<file path="src/rtl/mvau_weight_pkg.sv">
// mvau_weight_pkg
//   Shared definitions for the MVAU runtime weight loader and the PE weight
//   memory write port.
//   - state_t          : loader FSM states (IDLE / LOAD / DONE)
//   - wmem_word_width  : width of one weight-memory word (SIMD lanes of TW bits)
package mvau_weight_pkg;

  typedef enum logic [1:0] {
    ST_IDLE = 2'd0,
    ST_LOAD = 2'd1,
    ST_DONE = 2'd2
  } state_t;

  // One memory word packs SIMD weights of TW bits each; lane 0 sits in the LSBs.
  function automatic int wmem_word_width(input int simd, input int tw);
    return simd * tw;
  endfunction

endpackage

</file>
<file path="src/rtl/mvau_weight_loader.sv">
// mvau_weight_loader
//   Accepts a stream of SIMD*TW-bit weight words and writes them, in order,
//   to addresses 0 .. WMEM_DEPTH-1 of a PE weight memory write port.
//   Ports:
//     aclk           in   clock
//     aresetn        in   asynchronous active-low reset
//     load_start     in   one-cycle pulse, starts a load at address 0 (IDLE only)
//     in_wgt_tdata   in   weight word
//     in_wgt_tvalid  in   stream valid
//     in_wgt_tlast   in   final word of a load
//     in_wgt_tready  out  stream ready (high exactly while in LOAD)
//     wmem_we        out  memory write enable (one cycle after each handshake)
//     wmem_waddr     out  memory write address (holds when wmem_we=0)
//     wmem_wdata     out  memory write data (holds when wmem_we=0)
//     busy           out  high while in LOAD
//     load_done      out  one-cycle pulse in DONE, coincides with the last write
//     len_err        out  sticky tlast/length mismatch, cleared by load_start
//     state_dbg      out  current FSM state (state_t encoding)
//
//   Stream handshake: a word transfers on a rising edge where
//   in_wgt_tvalid=1 and in_wgt_tready=1. tready depends only on the
//   registered state, so there is no combinational path from tvalid.
module mvau_weight_loader
  import mvau_weight_pkg::*;
#(
  parameter int SIMD         = 2,
  parameter int TW           = 1,
  parameter int WMEM_DEPTH   = 4,
  parameter int WMEM_ADDR_BW = 4
) (
  input  logic                                  aclk,
  input  logic                                  aresetn,
  input  logic                                  load_start,
  input  logic [wmem_word_width(SIMD, TW)-1:0]  in_wgt_tdata,
  input  logic                                  in_wgt_tvalid,
  input  logic                                  in_wgt_tlast,
  output logic                                  in_wgt_tready,
  output logic                                  wmem_we,
  output logic [WMEM_ADDR_BW-1:0]               wmem_waddr,
  output logic [wmem_word_width(SIMD, TW)-1:0]  wmem_wdata,
  output logic                                  busy,
  output logic                                  load_done,
  output logic                                  len_err,
  output logic [1:0]                            state_dbg
);

  localparam logic [WMEM_ADDR_BW-1:0] LAST_ADDR = WMEM_ADDR_BW'(WMEM_DEPTH - 1);

  state_t                  state;
  logic [WMEM_ADDR_BW-1:0] cnt;
  logic                    hs;
  logic                    at_last;

  assign in_wgt_tready = (state == ST_LOAD);
  assign busy          = (state == ST_LOAD);
  assign state_dbg     = state;
  assign hs            = in_wgt_tvalid & in_wgt_tready;
  assign at_last       = (cnt == LAST_ADDR);

  always_ff @(posedge aclk or negedge aresetn) begin
    if (!aresetn) begin
      state      <= ST_IDLE;
      cnt        <= '0;
      wmem_we    <= 1'b0;
      wmem_waddr <= '0;
      wmem_wdata <= '0;
      load_done  <= 1'b0;
      len_err    <= 1'b0;
    end else begin
      wmem_we   <= 1'b0;
      load_done <= 1'b0;
      case (state)
        ST_IDLE: begin
          if (load_start) begin
            state   <= ST_LOAD;
            cnt     <= '0;
            len_err <= 1'b0;
          end
        end
        ST_LOAD: begin
          // load_start is deliberately not looked at here: a restart request
          // mid-load must not disturb the address sequence.
          if (hs) begin
            wmem_we    <= 1'b1;
            wmem_waddr <= cnt;
            wmem_wdata <= in_wgt_tdata;
            if (at_last) begin
              // Counter stays at the last address; it is cleared on the next start.
              state     <= ST_DONE;
              load_done <= 1'b1;
              if (!in_wgt_tlast) len_err <= 1'b1;
            end else begin
              cnt <= cnt + 1'b1;
              // An early tlast is only flagged; the load still runs to full length.
              if (in_wgt_tlast) len_err <= 1'b1;
            end
          end
        end
        ST_DONE: begin
          state <= ST_IDLE;
        end
        default: begin
          state <= ST_IDLE;
        end
      endcase
    end
  end

endmodule
</file>
<file path="config.mk">
export PLATFORM = sky130hd
export DESIGN_NAME = mvau_weight_loader
export DESIGN_NICKNAME = d
export VERILOG_FILES = /design/src/rtl/mvau_weight_pkg.sv /design/src/rtl/mvau_weight_loader.sv
export SDC_FILE = /design/constraint.sdc
export NUM_CORES = 1
export LEC_CHECK = 0
export CORE_AREA = 2 2 43 45
export DETAILED_ROUTE_END_ITERATION = 16
export DIE_AREA = 0 0 45 47
export GPL_ROUTABILITY_DRIVEN = 0
export PLACE_DENSITY = 0.79
export SETUP_SLACK_MARGIN = 0.02
export SLEW_MARGIN = 30
export SYNTH_ARGS = -nofsm -noshare
export SYNTH_HDL_FRONTEND = slang
export SYNTH_SLANG_ARGS = --single-unit
</file>
<file path="constraint.sdc">
create_clock -name aclk -period 2.48 [get_ports aclk]
set_input_delay 0.496 -clock aclk [delete_from_list [all_inputs] [get_ports aclk]]
set_output_delay 0.496 -clock aclk [all_outputs]
set_load 0.005 [all_outputs]
</file>
Word level (Yosys, flattened, before mapping)
Cells that the tools add are included.

word-level totals
  register bits after elaboration = 15
  input bits = 7
  output and inout port bits = 13
  word-level logic and storage cells = 42

cells by class
  add/subtract/negate cells = 1
  eq/ne operators = 8
  muxes and demuxes = 19
  bitwise logic cells = 1
  reductions and logical operators = 6

operator list
  operator                                               count
  two-way mux 4 bit                                      3
  two-way mux 1 bit                                      10
  one-hot mux 4 bit (2 select lines)                     1
  two-way mux 2 bit                                      3
  AND reduction 5 bit                                    1
  adder 4 x 1 -> 4 bit, second input constant            1
  equality test 4 x 2 -> 1 bit, second input constant    1
  inequality test 2 x 1 -> 1 bit, second input constant  2
  inequality test 2 bit, second input constant           2
  one-hot mux 2 bit (2 select lines)                     1
  AND reduction 4 bit                                    1
  inequality test 3 x 2 -> 1 bit, second input constant  1
  inequality test 3 bit, second input constant           1
  AND reduction 3 bit                                    1
  equality test 2 x 1 -> 1 bit, second input constant    1
  logical NOT 2 bit                                      1
  one-hot mux 1 bit (2 select lines)                     1
  AND reduction 2 bit                                    1
  nonzero test 2 bit                                     1
  bitwise AND 1 bit                                      1

Longest topological paths before layout
  depth in word-level cells = 4
  mapped depth = 5

Least setup slack after synthesis
No wires, ideal clock.

  kind = reg2out
  start point = reg state[0], in the netlist state_dbg[0]
  end point = out in_wgt_tready
  arrival = 0.823 ns
  required time = 1.984 ns
  setup slack = 1.161 ns
  cell stages (with the launch flop) = 3
  cell sequence = dfrtp_1 nor2b_1 buf_4

between the ends
  word-level cells in the longest chain between the ends = 1

RTL lines
  what                          line                      source
  from (decl)                   mvau_weight_loader.sv:49  state_t state;
  from (signal assigned)        mvau_weight_loader.sv:62  state <= ST_IDLE;
  from (signal assigned)        mvau_weight_loader.sv:75  state <= ST_LOAD;
  from (signal assigned)        mvau_weight_loader.sv:89  state <= ST_DONE;
  equality test 2 x 1 -> 1 bit  n/a
  to (decl)                     mvau_weight_loader.sv:37  output logic in_wgt_tready,

No other way between the ends.

Worst setup path after layout
  start point = reg state[0], in the netlist state_dbg[0]
  end point = out busy

between the ends
  word-level cells in the longest chain between the ends = 1

RTL lines
  what                          line                      source
  equality test 2 x 1 -> 1 bit  mvau_weight_loader.sv:55  assign busy = (state == ST_LOAD);
  to (decl)                     mvau_weight_loader.sv:41  output logic busy,

No other way between the ends.

==> impl_metrics.env <==
export IMPL_drv_slew=0
export IMPL_htree_levels=1
export IMPL_cts_sinks=15
export IMPL_multi_input_area_um2=245
export IMPL_synth_cell_types=22
export IMPL_finalPower_uw=844
export IMPL_fin_cells=103
export IMPL_ant_nets=0
export IMPL_fin_worst_skew_ps=2.99
export IMPL_drcViolationCount=0
export IMPL_cts_resized_gates=0
export IMPL_netlist_area_leader_share_pct=56.4
export IMPL_p_leak_nw=0.431
export IMPL_start_kind="flip-flop"
export IMPL_postCtsSetupBuffers=0
export IMPL_die_x_um=45
export IMPL_first_global_vias=432
export IMPL_finalHoldViolCount=0
export IMPL_maxSlewHeadroom_pct=56.4
export IMPL_arrival_ps=1490
export IMPL_cts_hold_buf=0
export IMPL_cts_tree="built"
export IMPL_setup_violations=0
export IMPL_synth_seq_cells=15
export IMPL_io_buffers=19
export IMPL_slowest_stage="clkdlybuf4s50_1"
export IMPL_initial_core_util_pct=40.3
export IMPL_path_delay_family="buffers and inverters"
export IMPL_drv_cap=0
export IMPL_grt_max_degree=16
export IMPL_fmax_ghz=0.503
export IMPL_rsz0062_at_grt="false"
export IMPL_synth_seq_area_share_pct=56.4
export IMPL_die_area_um2=2120
export IMPL_wl_um=1080
export IMPL_dp_cells=99
export IMPL_antenna_cells=0
export IMPL_yosysTopAreaCell="dfrtp_1"
export IMPL_fillers=159
export IMPL_setup_tns_ps=0
export IMPL_crit_path_max_fanout=4
export IMPL_synth_fp_nets=74
export IMPL_pin_count=20
export IMPL_antenna_found_initial=0
export IMPL_crit_buf_inv=1
export IMPL_power_density_nw_per_um2=967
export IMPL_grt_usage_pct=12.9
export IMPL_clock_tree_root_cell="clkbuf_4"
export IMPL_vias_per_cell=4.84
export IMPL_synth_area_leaders="dfrtp_1 (56%), nand2_1 (13%), buf_6 (3.4%), mux2i_1 (3.0%), nand3b_4 (3.0%)"
export IMPL_dp_hpwl_um=815
export IMPL_critPathCaptureType="primary output"
export IMPL_grt_ovfl_total=0
export IMPL_nNetsFinal=95
export IMPL_path_cells="nor2b_1 > clkdlybuf4s50_1"
export IMPL_via_count=499
export IMPL_slowest_delay_ps=540
export IMPL_outcome="complete, no violations"
export IMPL_core_um2=1650
export IMPL_required_ps=1980
export IMPL_fin_crit_ps=1990
export IMPL_yosys_warnings=0
export IMPL_clk_latency_ps=280
export IMPL_area_growth_syn_to_layout_pct=31.2
export IMPL_ir_drop_mv=0.453
export IMPL_die_height_um=47
export IMPL_hp_class="reg2reg"
export IMPL_netlist_area_um2=666
export IMPL_clk_pin_slew_ps=80
export IMPL_dpl_instance_area_um2=847
export IMPL_dr_pass1_iters=6
export IMPL_crit_type="reg2out"
export IMPL_final_core_util_pct=52.9
export IMPL_setup_slack_ps=492
export IMPL_seqCellArea_um2=375
export IMPL_grt_pass1_wl_um=1880
export IMPL_wl_per_cell_um=10.5
export IMPL_whs_ps=474
export IMPL_drt_iter0_drc=8
export IMPL_cts_buffer_depth=2
export IMPL_final_layout_size_suffix_gt1_share_pct=8.14
export IMPL_rows=15
export IMPL_dp_slack_ps=707
export IMPL_worst_slew_pin_slew_ps=652
export IMPL_syn_inst=66
export IMPL_finalCritPeriodShare_pct=80.2
export IMPL_cts_buffers=3
export IMPL_stdcell_area_um2=873
export IMPL_syn_area_per_cell_um2=10.1
==> path summary, 6_finish.rpt <==
kind,startpoint,depth (start not counted),end,slack [ps]
setup / recovery,state_dbg[0],2,busy,490
max in group asynchronous,aresetn,1,cnt[3],1450
setup reg to reg,cnt[0],4,state_dbg[0],1130
hold / removal,wmem_waddr[3],2,wmem_waddr[3],470
min in group asynchronous,aresetn,1,wmem_waddr[2],620
hold reg to reg,wmem_waddr[3],2,wmem_waddr[3],470
==> power by group <==
group	internal (mW)	switching [mW]	total [mW]	leakage [nW]
combinational	0.201	0.144	0.346	0.221
sequential	0.315	0.0511	0.366	0.195
clock	0.0624	0.0704	0.133	0.0150
total	0.579	0.266	0.844	0.431
==> synthesized netlist by cell type, drive strengths merged <==
cell    number
dfrtp       15
nand2       23
nand4b       1
nand3        1
nor2         3
a21boi       1
ha           1
mux2i        2
o21ai        4
nor2b        1
inv          4
nand3b       1
buf          3
a21oi        2
nor3b        1
or3b         2
nand4        1
==> area by class of cell <==
class                   instances  share of cell area [%]
multi-input cells              44                    28.1
clock buffers                   4                    3.01
repair buffers                 19                    21.8
inverters                       4                    1.72
flip-flops and latches         15                    43.0
well taps                      17                    2.44
==> cell usage in the layout, fill, tap and decap left out, drive strengths merged, types with 2 or more instances in the layout <==
master         netlist  layout
o21ai                4       4
inv                  4       4
dfrtp               15      15
nand2               23      23
or3b                 2       2
nor2                 3       3
a21oi                2       2
clkdlybuf4s50        0      19
mux2i                2       2
clkbuf               0       4
==> flip-flops by register name, indices dropped and copies added, names as in the netlist <==
register / flops
len_err: 1
wmem_waddr: 4
state_dbg: 2
wmem_wdata: 2
wmem_we: 1
load_done: 1
cnt: 4
==> routing by layer <==
layer / share of wire, % / global-route usage, % / up-vias / wire [um]
met1: 49 / 17.7 / 230 / 536
li1: - / - / 251 / -
met5: 0 / 0 / - / 0
met2: 43 / 17.7 / 14 / 466
met4: 3.2 / 8.82 / 0 / 35
met3: 4.1 / 3.46 / 4 / 44
==> kinds of logic (layout without fill, tap and decap cells) <==
group / after synthesis / count (layout) / share of synthesized area [%]
mux: 2 / 2 / 3.01
flops: 15 / 15 / 56.4
compound gates: 7 / 7 / 6.20
simple gates: 34 / 34 / 25.8
buf+inv: 7 / 27 / 6.77
fa+ha+maj: 1 / 1 / 1.88
==> tightest hold or removal path: stages (launching register included) <==
cell and delay [ps]:
dfrtp_1 350, nand2_1 50, nand2_1 50
Power figures use the tool's default switching activity.
